<file path="config.mk">
export PLATFORM = sky130hd
export DESIGN_NAME = elevator_request_queue
export DESIGN_NICKNAME = d
export VERILOG_FILES = /design/src/rtl/elevator_pkg.sv /design/src/rtl/elevator_dir_select.sv /design/src/rtl/elevator_request_queue.sv
export SDC_FILE = /design/constraint.sdc
export NUM_CORES = 1
export LEC_CHECK = 0
export ABC_AREA = 1
export CORE_MARGIN = 2
export CORE_UTILIZATION = 27
export DETAILED_ROUTE_END_ITERATION = 8
export PLACE_DENSITY = 0.55
export SLEW_MARGIN = 30
export SYNTH_ARGS = -nofsm -noshare
export SYNTH_HDL_FRONTEND = slang
export SYNTH_SLANG_ARGS = --single-unit
</file>
<file path="constraint.sdc">
create_clock -name clk -period 8.95 [get_ports clk]
set_input_delay 0.895 -clock clk [delete_from_list [all_inputs] [get_ports clk]]
set_output_delay 0.895 -clock clk [all_outputs]
set_load 0.01 [all_outputs]
</file>
<file path="src/rtl/elevator_pkg.sv">
// elevator_pkg
// Shared definitions for the elevator request queue and the car model:
// floor count, floor index type, direction encodings and small helpers.
package elevator_pkg;

  localparam int NUM_FLOORS = 7;
  localparam int FLOOR_W    = 3;

  typedef logic [FLOOR_W-1:0] floor_t;

  localparam logic DIR_UP   = 1'b1;
  localparam logic DIR_DOWN = 1'b0;

  // Number of set bits in a floor bitmap (at most NUM_FLOORS, fits in 3 bits).
  function automatic logic [2:0] floor_popcount(input logic [NUM_FLOORS-1:0] bits);
    logic [2:0] cnt;
    cnt = 3'd0;
    for (int i = 0; i < NUM_FLOORS; i++) begin
      cnt = cnt + {2'b00, bits[i]};
    end
    return cnt;
  endfunction

  // One-hot mask for a floor index; all zeros when the index is past the top floor.
  function automatic logic [NUM_FLOORS-1:0] floor_onehot(input floor_t floor);
    logic [NUM_FLOORS-1:0] mask;
    mask = {NUM_FLOORS{1'b0}};
    for (int i = 0; i < NUM_FLOORS; i++) begin
      mask[i] = (floor == FLOOR_W'(i));
    end
    return mask;
  endfunction

endpackage

</file>
<file path="src/rtl/elevator_dir_select.sv">
// elevator_dir_select
// Combinational SCAN direction picker. Keeps travelling in the present
// direction while requests remain that way, turns around only when the
// other side holds requests, and otherwise holds the present direction.
// Ports:
//   pend_next        in  pending-floor bitmap to evaluate
//   current_floor    in  car's present floor (values past the top floor
//                        treat every pending floor as below)
//   current_up_ndown in  car's present direction (1 = up)
//   next_up_ndown    out recommended direction (1 = up)
module elevator_dir_select
  import elevator_pkg::*;
(
  input  logic [NUM_FLOORS-1:0] pend_next,
  input  floor_t                current_floor,
  input  logic                  current_up_ndown,
  output logic                  next_up_ndown
);

  logic above_s;
  logic below_s;

  // Reduce pending floors into strictly-above / strictly-below flags.
  always_comb begin
    above_s = 1'b0;
    below_s = 1'b0;
    for (int i = 0; i < NUM_FLOORS; i++) begin
      if (FLOOR_W'(i) > current_floor) begin
        above_s = above_s | pend_next[i];
      end else if (FLOOR_W'(i) < current_floor) begin
        below_s = below_s | pend_next[i];
      end else begin
        above_s = above_s;
      end
    end
  end

  // SCAN choice: prefer the present direction, fall back to the other side.
  always_comb begin
    next_up_ndown = current_up_ndown;
    if (current_up_ndown == DIR_UP) begin
      if (above_s) begin
        next_up_ndown = DIR_UP;
      end else if (below_s) begin
        next_up_ndown = DIR_DOWN;
      end else begin
        next_up_ndown = DIR_UP;
      end
    end else begin
      if (below_s) begin
        next_up_ndown = DIR_DOWN;
      end else if (above_s) begin
        next_up_ndown = DIR_UP;
      end else begin
        next_up_ndown = DIR_DOWN;
      end
    end
  end

endmodule

</file>
<file path="src/rtl/elevator_request_queue.sv">
// elevator_request_queue
// Latches hall/car call buttons into a pending-floor bitmap, clears a floor
// when the car reports service there, and recommends the next travel
// direction with a SCAN policy. All outputs are registered from the same
// next-state bitmap so they always agree with each other.
// Ports:
//   clk              in  system clock
//   reset            in  synchronous active-high reset
//   call_btn         in  level call buttons, one per floor
//   current_floor    in  car's present floor
//   current_up_ndown in  car's present direction (1 = up)
//   deassert_floor   in  car serving current_floor (doors open)
//   queue_status     out pending-request bitmap
//   queue_empty      out 1 when no request is pending
//   next_up_ndown    out recommended direction (1 = up)
//   pending_count    out number of pending requests
module elevator_request_queue
  import elevator_pkg::*;
(
  input  logic                  clk,
  input  logic                  reset,
  input  logic [NUM_FLOORS-1:0] call_btn,
  input  floor_t                current_floor,
  input  logic                  current_up_ndown,
  input  logic                  deassert_floor,
  output logic [NUM_FLOORS-1:0] queue_status,
  output logic                  queue_empty,
  output logic                  next_up_ndown,
  output logic [2:0]            pending_count
);

  logic [NUM_FLOORS-1:0] btn_r;
  logic                  deassert_r;
  floor_t                svc_floor_r;

  logic [NUM_FLOORS-1:0] new_call_s;
  logic                  svc_s;
  logic [NUM_FLOORS-1:0] cur_mask_s;
  logic [NUM_FLOORS-1:0] clr_mask_s;
  logic [NUM_FLOORS-1:0] accepted_s;
  logic [NUM_FLOORS-1:0] pend_next_s;
  logic                  dir_next_s;

  // Edge detect, service event and next pending bitmap.
  always_comb begin
    new_call_s = call_btn & ~btn_r;
    // Service fires on doors opening, or on reaching a new floor with doors still held open.
    svc_s      = deassert_floor & (~deassert_r | (current_floor != svc_floor_r));
    // Zero for out-of-range floors, so no clear and no drop happens there.
    cur_mask_s = floor_onehot(current_floor);
    if (svc_s) begin
      clr_mask_s = cur_mask_s;
    end else begin
      clr_mask_s = {NUM_FLOORS{1'b0}};
    end
    // A call for the floor whose doors are open is already satisfied.
    if (deassert_floor) begin
      accepted_s = new_call_s & ~cur_mask_s;
    end else begin
      accepted_s = new_call_s;
    end
    pend_next_s = (queue_status | accepted_s) & ~clr_mask_s;
  end

  elevator_dir_select u_dir_select (
    .pend_next        (pend_next_s),
    .current_floor    (current_floor),
    .current_up_ndown (current_up_ndown),
    .next_up_ndown    (dir_next_s)
  );

  // Input history registers; buttons start as "held" so presses spanning reset are ignored.
  always_ff @(posedge clk) begin
    if (reset) begin
      btn_r       <= {NUM_FLOORS{1'b1}};
      deassert_r  <= 1'b0;
      svc_floor_r <= {FLOOR_W{1'b0}};
    end else begin
      btn_r      <= call_btn;
      deassert_r <= deassert_floor;
      if (deassert_floor) begin
        svc_floor_r <= current_floor;
      end else begin
        svc_floor_r <= svc_floor_r;
      end
    end
  end

  // Registered outputs, all derived from pend_next_s in the same edge.
  always_ff @(posedge clk) begin
    if (reset) begin
      queue_status  <= {NUM_FLOORS{1'b0}};
      queue_empty   <= 1'b1;
      next_up_ndown <= DIR_DOWN;
      pending_count <= 3'd0;
    end else begin
      queue_status  <= pend_next_s;
      queue_empty   <= (pend_next_s == {NUM_FLOORS{1'b0}});
      next_up_ndown <= dir_next_s;
      pending_count <= floor_popcount(pend_next_s);
    end
  end

endmodule

</file>
* Yosys cells after proc, flatten, opt, wreduce, memory -nomap -nowiden
Cells that the tools add are included.
** Word-level totals
- Word-level logic and storage cells :: 86
- Memory bits (read-only) :: 0
- Bits in registers :: 23
- Latch bits :: 0
- Memories kept :: 0
- Input port bits :: 14
- RAM bits :: 0
** Cells by class
- Reductions and logical operators :: 2
- Div/mod/pow operators :: 0
- Equality and inequality tests :: 7
- Add/sub/neg operators :: 6
- Multiply operators :: 0
- Shift operators :: 0
- Bitwise logic cells :: 22
- Mux-type cells :: 28
- $lt $le $gt $ge :: 14
** Operators by type and width (number)
- $mux W1 :: 26
- $and A7 B7 Y7 :: 3
- $not A7 Y7 :: 3
- $mux W7 :: 2
- $or A1 B1 Y1 :: 13
- $add A3 B1 Y3 :: 4
- $eq A3 B3 Y1 const B :: 3
- $gt A3 B3 Y1 const A :: 3
- $lt A3 B3 Y1 const A :: 3
- $logic_not A7 Y1 :: 1
- $or A7 B7 Y7 :: 1
- $eq A3 B2 Y1 const B :: 2
- $gt A1 B3 Y1 const A :: 2
- $gt A2 B3 Y1 const A :: 2
- $lt A1 B3 Y1 const A :: 2
- $lt A2 B3 Y1 const A :: 2
- $add A2 B1 Y3 :: 1
- $eq A3 B1 Y1 const B :: 1
- $logic_not A3 Y1 :: 1
- $ne A3 B3 Y1 :: 1
- $add A1 B1 Y2 :: 1
- $and A1 B1 Y1 :: 1
- $not A1 Y1 :: 1

* Longest topological paths before layout
Gate-level depths: netlist (run 1).
- Depth after elaboration :: 29
- Depth in mapped cells :: 16

* Modules after synthesis
From an unflattened synthesis (run 1), not the netlist that was laid out.
** Unflattened totals
- Cell total of the unflattened synthesis :: 173
- Area, all modules :: 1192.4 µm²
** Modules (own cells, without submodules)
- elevator_request_queue :: cells an instance 137, area an instance 1049.8 µm², times used 1
- elevator_dir_select :: cells an instance 36, area an instance 142.6 µm², times used 1

* Worst setup path after synthesis (run 1)
No wires, ideal clock.
- Kind :: input -> register
- From :: input port current_floor[1]
- To :: register pending_count[1]
- Data required time :: 8.822 ns
- Cell stages on the path :: 16
- Setup slack :: 5.349 ns
- Path buffers :: 0
- Data arrival time :: 3.473 ns
- Setup time :: 0.128 ns
- Path through :: inv_2 -> nand2_1 -> nand2_1 -> nor2_4 -> a21oi_1 -> inv_1 -> o21ai_0 -> inv_1 -> fa_1 -> fa_1 -> inv_1 -> fa_1 -> inv_1 -> fa_1 -> inv_1 -> nor2_1
** On the way
- Word-level cells in the longest chain between the ends :: 12
- Elaborated cells on any way between the ends :: 23
- Classes of those cells :: 6 x add/sub; 7 x eq/ne; 2 x mux; 7 x bitwise; 1 x reduce/logical
** Ends and longest elaborated chain
- start: declaration :: RTL line elevator_request_queue.sv:23 : input floor_t current_floor,
- $ne A3 B3 Y1 or $logic_not A3 Y1 (tied branches) :: RTL line elevator_request_queue.sv:48, elevator_pkg.sv:29
- $or A1 B1 Y1 or $not A7 Y7 (tied branches) :: RTL line elevator_request_queue.sv:48, elevator_request_queue.sv:58
- $and A1 B1 Y1 or $and A7 B7 Y7 (tied branches) :: RTL line elevator_request_queue.sv:48, elevator_request_queue.sv:58
- $mux W7 (on tied branches) :: RTL line elevator_request_queue.sv:51, elevator_request_queue.sv:57
- $not A7 Y7 or $or A7 B7 Y7 (tied branches) :: RTL line elevator_request_queue.sv:62 : pend_next_s = (queue_status | accepted_s) & ~clr_mask_s;
- $and A7 B7 Y7 * :: RTL line elevator_request_queue.sv:62
- via pend_next_s[0] :: RTL line elevator_request_queue.sv:41 : logic [NUM_FLOORS-1:0] pend_next_s;
- $add A1 B1 Y2 * :: RTL line elevator_pkg.sv:19 : cnt = cnt + {2'b00, bits[i]};
- $add A2 B1 Y3 * :: RTL line elevator_pkg.sv:19
- $add A3 B1 Y3 * (4 in a row) :: RTL line elevator_pkg.sv:19
- end signal: assignment :: RTL line elevator_request_queue.sv:100 : pending_count <= floor_popcount(pend_next_s);
- end: declaration :: RTL line elevator_request_queue.sv:29 : output logic [2:0] pending_count
The timed path passes the listed nets; every way through them passes the cells marked *.
A chain may end at the register's enable or synchronous reset.

* Worst setup path after layout (run 1)
- From :: input port current_floor[0]
- To :: register pending_count[1]
The elaborated chain is that of the path after synthesis.

==> metrics.txt, run 1 <==
DR iter-0 viols=between 40 and 50; Slew HR=a little under three fifths; Hold Crit Class=flop to flop; postcts setup bufs=0; RSZ-0062 raised after global routing=false; Nets=between 200 and 250; Syn Area/Cell=between 7 and 8 sq um; Max H-tree Level=1; core area=between 0.004 and 0.005 sq mm; Post-Route Setup TNS=0 ps; worst hold slack=between 400 and 500 ps; CP cell instances=clkdlybuf4s50_1, inv_2, nor2_1, nor2_2, a21oi_1, inv_1, o21ai_0, inv_1, fa_1, fa_1, inv_1, fa_1, inv_1, fa_1, inv_1, nor2_1; Port Buf Inserts=25; pwr dens=157 mW/mm^2; routed len/inst=approximately 11 um; Critical Path AT=~4300 ps; Site Rows=23; GRT Total Usage=11.4%; global-route wire length before repair=4.34 mm; initial antenna violation count=0; layout cells sized above 1=11.5%; vias per cell=between 4 and 5; Final Cycle Share=between 40% and 50%; cell taking the most area after synthesis=dfxtp_1; worst slew pin tran=636 ps; Crit path top cell by count=inv_1; largest net degree at the start of global routing=17; vias in the first global route=between 800 and 900; hold violation count in the final report=0; TritonCTS clock tree=done; Pins Over Slew Limit=0; critical path data required time=roughly 9000 ps; clk root buf=clkbuf_8; Post-Route WL=around 2.6 mm; hold_buf cts=0; crit path kind=primary input to flop; Post-Syn Instances=roughly 160; CTS resizes=0; vias post-DR=roughly 1000; Tmin final=4170 ps; Netlist Area Pre-Place=approximately 0.0012 sq mm; ys flop type=dfxtp_1; Die ar.=just under 0.005 sq mm; GRT overflow=0; top cells by area, synth=dfxtp_1, nand2_1, inv_1; die height=69.8 um; number of fill cells=about 440; most frequent cell after synthesis=nand2_1; Final ANT Viol Nets=0; met3 wire length=between 100 and 150 um; Max-cap violations=0; slowest CP cell=clkdlybuf4s50_1; Seq cells post-synth=23; Critical Path Start Type=primary input; Netlist cell types=25; wl on met1=roughly 1.3 mm; EDFF count, synth=0; area overhead of the layout relative to synthesis=30.4%; CTS clk-pin slew, worst paths=about 80 ps; HPWL reported at the end of detailed placement=slightly above 2 mm; uppermost layer routed=met4; sequential area share after synthesis=roughly 39%; Yosys top cell area share=about two fifths; die width=between 60 and 70 um; Antenna Cells=0; latest clock arrival within the worst-skew pair=260 ps; delay of the slowest critical-path stage=610 ps; metal2 WL=between 1 and 1.5 mm; gpl congestion=about 0.87; final setup violation count=0; Peak Freq=240 MHz; worst clock skew=approximately 4.7 ps; Ports=26; Worst setup EP type=flop; Post-synth ARST share=0%; clock buffer depth=2; Lkg Pwr=0.710 nW; synth warn=0; outcome=completed; drt drc=0; most common library cells after synthesis=nand2_1, inv_1, dfxtp_1; clk sink count=23; Peak VDD IR=0.0515 mV; Initial Utilization=~29%; Num CTS Buffers=3; crit path max fanout=6; synthesized net count=roughly 180; First-pass DRT Iterations=5
## area by class of cell
cell class	count	area [sq um]	area share, %
inverters	33	124	8.13
flip-flops and latches	23	460	30.2
multi-input cells	106	579	38.0
clock buffers	3	41.3	2.71
clock inverters	1	5.00	0.329
well taps	50	62.6	4.11
repair buffers	25	250	16.4
## cell usage in the layout, fill, tap and decap left out, types with 2 or more instances in the layout
master           synthesis  layout
nor2_1                  19      19
nand2_2                  4       4
clkbuf_8                 0       3
o211ai_1                 2       2
nand3_1                  3       3
or2_2                    3       3
o31ai_1                  2       2
inv_1                   29      29
o21ai_2                  2       2
fa_1                     4       4
o21bai_1                 2       2
nor2_2                   2       2
o21ai_0                  8       8
a21oi_1                  8       8
clkdlybuf4s50_1          0      25
nor3_1                   2       2
dfxtp_1                 23      23
inv_2                    4       4
nand2_1                 38      38
## state kept, by name, summed over array words and instances (netlist names)
| register | count |
|---|---|
| pending_count | 3 |
| queue_empty | 1 |
| queue_status | 7 |
| next_up_ndown | 1 |
| btn_r | 7 |
| svc_floor_r | 3 |
| deassert_r | 1 |
## power by group
| part | switching [W] | internal (W) | total, W |
|---|---|---|---|
| sequential | 0.00000273 | 0.000111 | 0.000113 |
| clock | 0.0000339 | 0.0000311 | 0.0000650 |
| combinational | 0.0000327 | 0.0000284 | 0.0000610 |
| total | 0.0000693 | 0.000170 | 0.000239 |
## logic make-up (layout without fill, tap and decap cells)
group / after synthesis / after routing / share of synthesized area (%)
flops: 23 / 23 / 39.4
buf+inv: 34 / 62 / 10.9
simple gates: 75 / 75 / 28.3
fa+ha+maj: 5 / 5 / 7.93
compound gates: 26 / 26 / 13.4
## routing by layer
metal	GRT usage (%)	vias to the layer above
met5	0	-
met2	17.5	27
li1	-	552
met4	4.49	0
met3	1.89	4
met1	16.0	445
## worst paths after layout
kind | start | to | slack, ps | cells past startpoint
hold reg to reg | svc_floor_r[1] | svc_floor_r[1] | 490 | 2
setup reg to reg | svc_floor_r[1] | pending_count[1] | 5750 | 15
hold / removal | svc_floor_r[1] | svc_floor_r[1] | 490 | 2
setup / recovery | current_floor[0] | pending_count[1] | 4780 | 16
## worst max-delay path, delay by kind of cell
family | cells | cell delay, ps
AO/OA/AOI/OAI | 2 | 430
adder cells (fa/ha/maj) | 4 | 1700
buffers and inverters | 7 | 1050
AND/OR/NAND/NOR | 3 | 230
## through the flow
stage | setup WS [ps] | total power, W | cells | cell area [sq um] | util (%)
detailed placement | 4470 | 0.000178 | 237 | 1480 | 36.1
global placement | 4550 | 0.000178 | 237 | 1480 | 36.1
floorplan | 5350 | 0.000152 | 163 | 1170 | -
finish | 4780 | 0.000239 | 241 | 1520 | 37.3
global route | 4490 | 0.000256 | 241 | 1520 | 37.3
CTS | 4740 | 0.000244 | 241 | 1520 | 37.3
No activity file was read; power rests on OpenSTA's default activity.
==> run 2: changes to the inputs <==
Settings changed: PLACE_DENSITY 0.55 to 0.57.
Clock period 8.95 ns to 3.5 ns, I/O delays scaled along.
==> run 2 against run 1 <==
- core utilization is 4.2 points higher
- cell area increased by 11%
- worst hold slack got worse by 7.7 ps
- first-iteration DRC count is 36% lower
- final cell count grew 8.3%
- clock skew shrank 3.8 ps
- critical path type unchanged
- combinational power increased to 2.9 times the previous value
- sequential cell count stayed put
- largest cell class unchanged
- clock power grew to 2.5 times the previous value
==> metrics.txt, run 2 (synthesis gave the netlist of run 1 again) <==
Peak VDD IR=0.132 mV (was 0.0515 mV); clk sink count=23 (unchanged); Post-Route WL=2.77 mm (was 2.61 mm); Nets=231 (was 211); Initial Utilization=28.6% (unchanged); die height=69.8 um (unchanged); Largest regs=btn_r: 7 flops, queue_status: 7 flops (unchanged); worst setup margin=253 ps (was 4780 ps); global-route wire length before repair=4.87 mm (was 4.34 mm); vias post-DR=1100 (was 1028); Final ANT Viol Nets=0 (unchanged); worst slew pin tran=329 ps (was 636 ps); Antenna Cells=0 (unchanged); final setup violation count=0 (unchanged); pre-CTS setup slack=-209 ps (was 4470 ps); initial antenna violation count=0 (unchanged); Critical Path Start Type=primary input (unchanged); die width=69.8 um (unchanged); worst clock skew=0.892 ps (was 4.72 ps); Num CTS Buffers=3 (unchanged); Tmin final=~3200 ps; routed len/inst=10.6 um (was 10.8 um); FF-to-FF setup slack=450 ps (was 5750 ps); GRT overflow=0 (unchanged); RSZ-0062 raised after global routing=false (unchanged); Max-cap violations=0 (unchanged); DR iter-0 viols=30 (was 47); Slew HR=78.0% (was 57.5%); latest clock arrival within the worst-skew pair=260 ps (about the same); most frequent cells in the layout=nand2_1, inv_1, dfxtp_1 (was nand2_1, inv_1, clkdlybuf4s50_1); drt drc=0 (unchanged); TritonCTS clock tree=done (unchanged); Final Cycle Share=92.8%; Peak Freq=just over 300 MHz; crit path kind=primary input to flop (unchanged); postcts setup bufs=0 (unchanged); Lkg Pwr=0.830 nW (was 0.710 nW); clock buffer depth=2 (unchanged); Die ar.=0.00487 sq mm (unchanged); CTS clk-pin slew, worst paths=80 ps (about the same); Critical Path AT=3400 ps (was 4310 ps); Tot Pwr=0.000633 W (was 0.000239 W); commonest non-fill, non-tap cell in the layout=nand2_1 (unchanged); clk root buf=clkbuf_8 (unchanged); HPWL reported at the end of detailed placement=2.20 mm (was 2.01 mm); layout cells sized above 1=21.3% (was 11.5%); hold violation count in the final report=0 (unchanged); outcome=completed (unchanged); First-pass DRT Iterations=6 (was 5); pwr dens=374 mW/mm^2 (was 157 mW/mm^2); area overhead of the layout relative to synthesis=45.0% (was 30.4%); Max H-tree Level=1 (unchanged); Hold Crit Class=flop to flop (unchanged); fin util=41.4% (was 37.3%); largest net degree at the start of global routing=17 (unchanged); core area=0.00409 sq mm (unchanged); critical path data required time=3660 ps (was 9080 ps); GRT Total Usage=12.6% (was 11.4%); crit path max fanout=3 (was 6); Port Buf Inserts=25 (unchanged); vias per cell=4.21 (was 4.27); vias in the first global route=1110 (was 892); Post-Route Setup TNS=0 ps (unchanged); gpl congestion=0.825 (was 0.867); Ports=26 (unchanged); Worst setup EP type=flop (unchanged); Site Rows=23 (unchanged); Pins Over Slew Limit=0 (unchanged)
-- run 2: layout make-up --
class / count / area (sq um)
inverters: 33 / 124
clock buffers: 4 / 45.0
flip-flops and latches: 23 / 460
multi-input cells: 106 / 593
well taps: 50 / 62.6
fillers: 445 / 2390
repair buffers: 45 / 408
-- run 2: worst paths after layout --
path | to | cells past startpoint | from
worst max register to register | pending_count[1] | 16 | svc_floor_r[0]
worst min register to register | svc_floor_r[1] | 2 | svc_floor_r[1]
worst min-delay path | svc_floor_r[1] | 2 | svc_floor_r[1]
worst max-delay path | pending_count[1] | 14 | deassert_floor
-- run 2: metrics by stage --
stage | instances | area [sq um] | hold slack (ps)
finish | 261 | 1690 | 483
floorplan | 163 | 1170 | 412
global route | 261 | 1690 | 509
CTS | 261 | 1670 | 487
global placement | 257 | 1630 | 465
detailed placement | 257 | 1630 | 474
-- run 2: where the power goes --
| group | internal (W) | switching, W |
|---|---|---|
| registers | 0.000283 | 0.00000686 |
| logic | 0.0000887 | 0.0000899 |
| clock network | 0.0000813 | 0.0000832 |
| total | 0.000453 | 0.000180 |
-- run 2: metal layers --
layer / wire length, um / part of all wire (%) / up-vias / track usage (%)
met2: 1280 / 46 / 20 / 20.5
met5: 0 / 0 / - / 0
met4: 40 / 1.4 / 0 / 4.49
met3: 122 / 4.4 / 5 / 2.33
met1: 1320 / 48 / 483 / 16.6
li1: - / - / 592 / -
-- run 2: worst max-delay path, cell delays in order --
cell and delay [ps]:
clkdlybuf4s50_1 530, nand2_1 140, nor2_1 180, o21ai_1 90, nand2_1 90, inv_1 60, fa_1 490, fa_1 490
inv_1 50, fa_1 350, inv_1 80, fa_1 410, inv_1 60, nor2_1 40
-- run 2: repair_timing --
item,in CTS,in global routing
hold buffers,0,0
endpoints found under the setup margin,0,1
gates resized for setup,0,9
==> run 3: changes to the inputs <==
Settings changed: ABC_CLOCK_PERIOD_IN_PS from default to 3500.
==> results of run 3 <==
Final layout, timing and power as in run 2 (identical DEF).
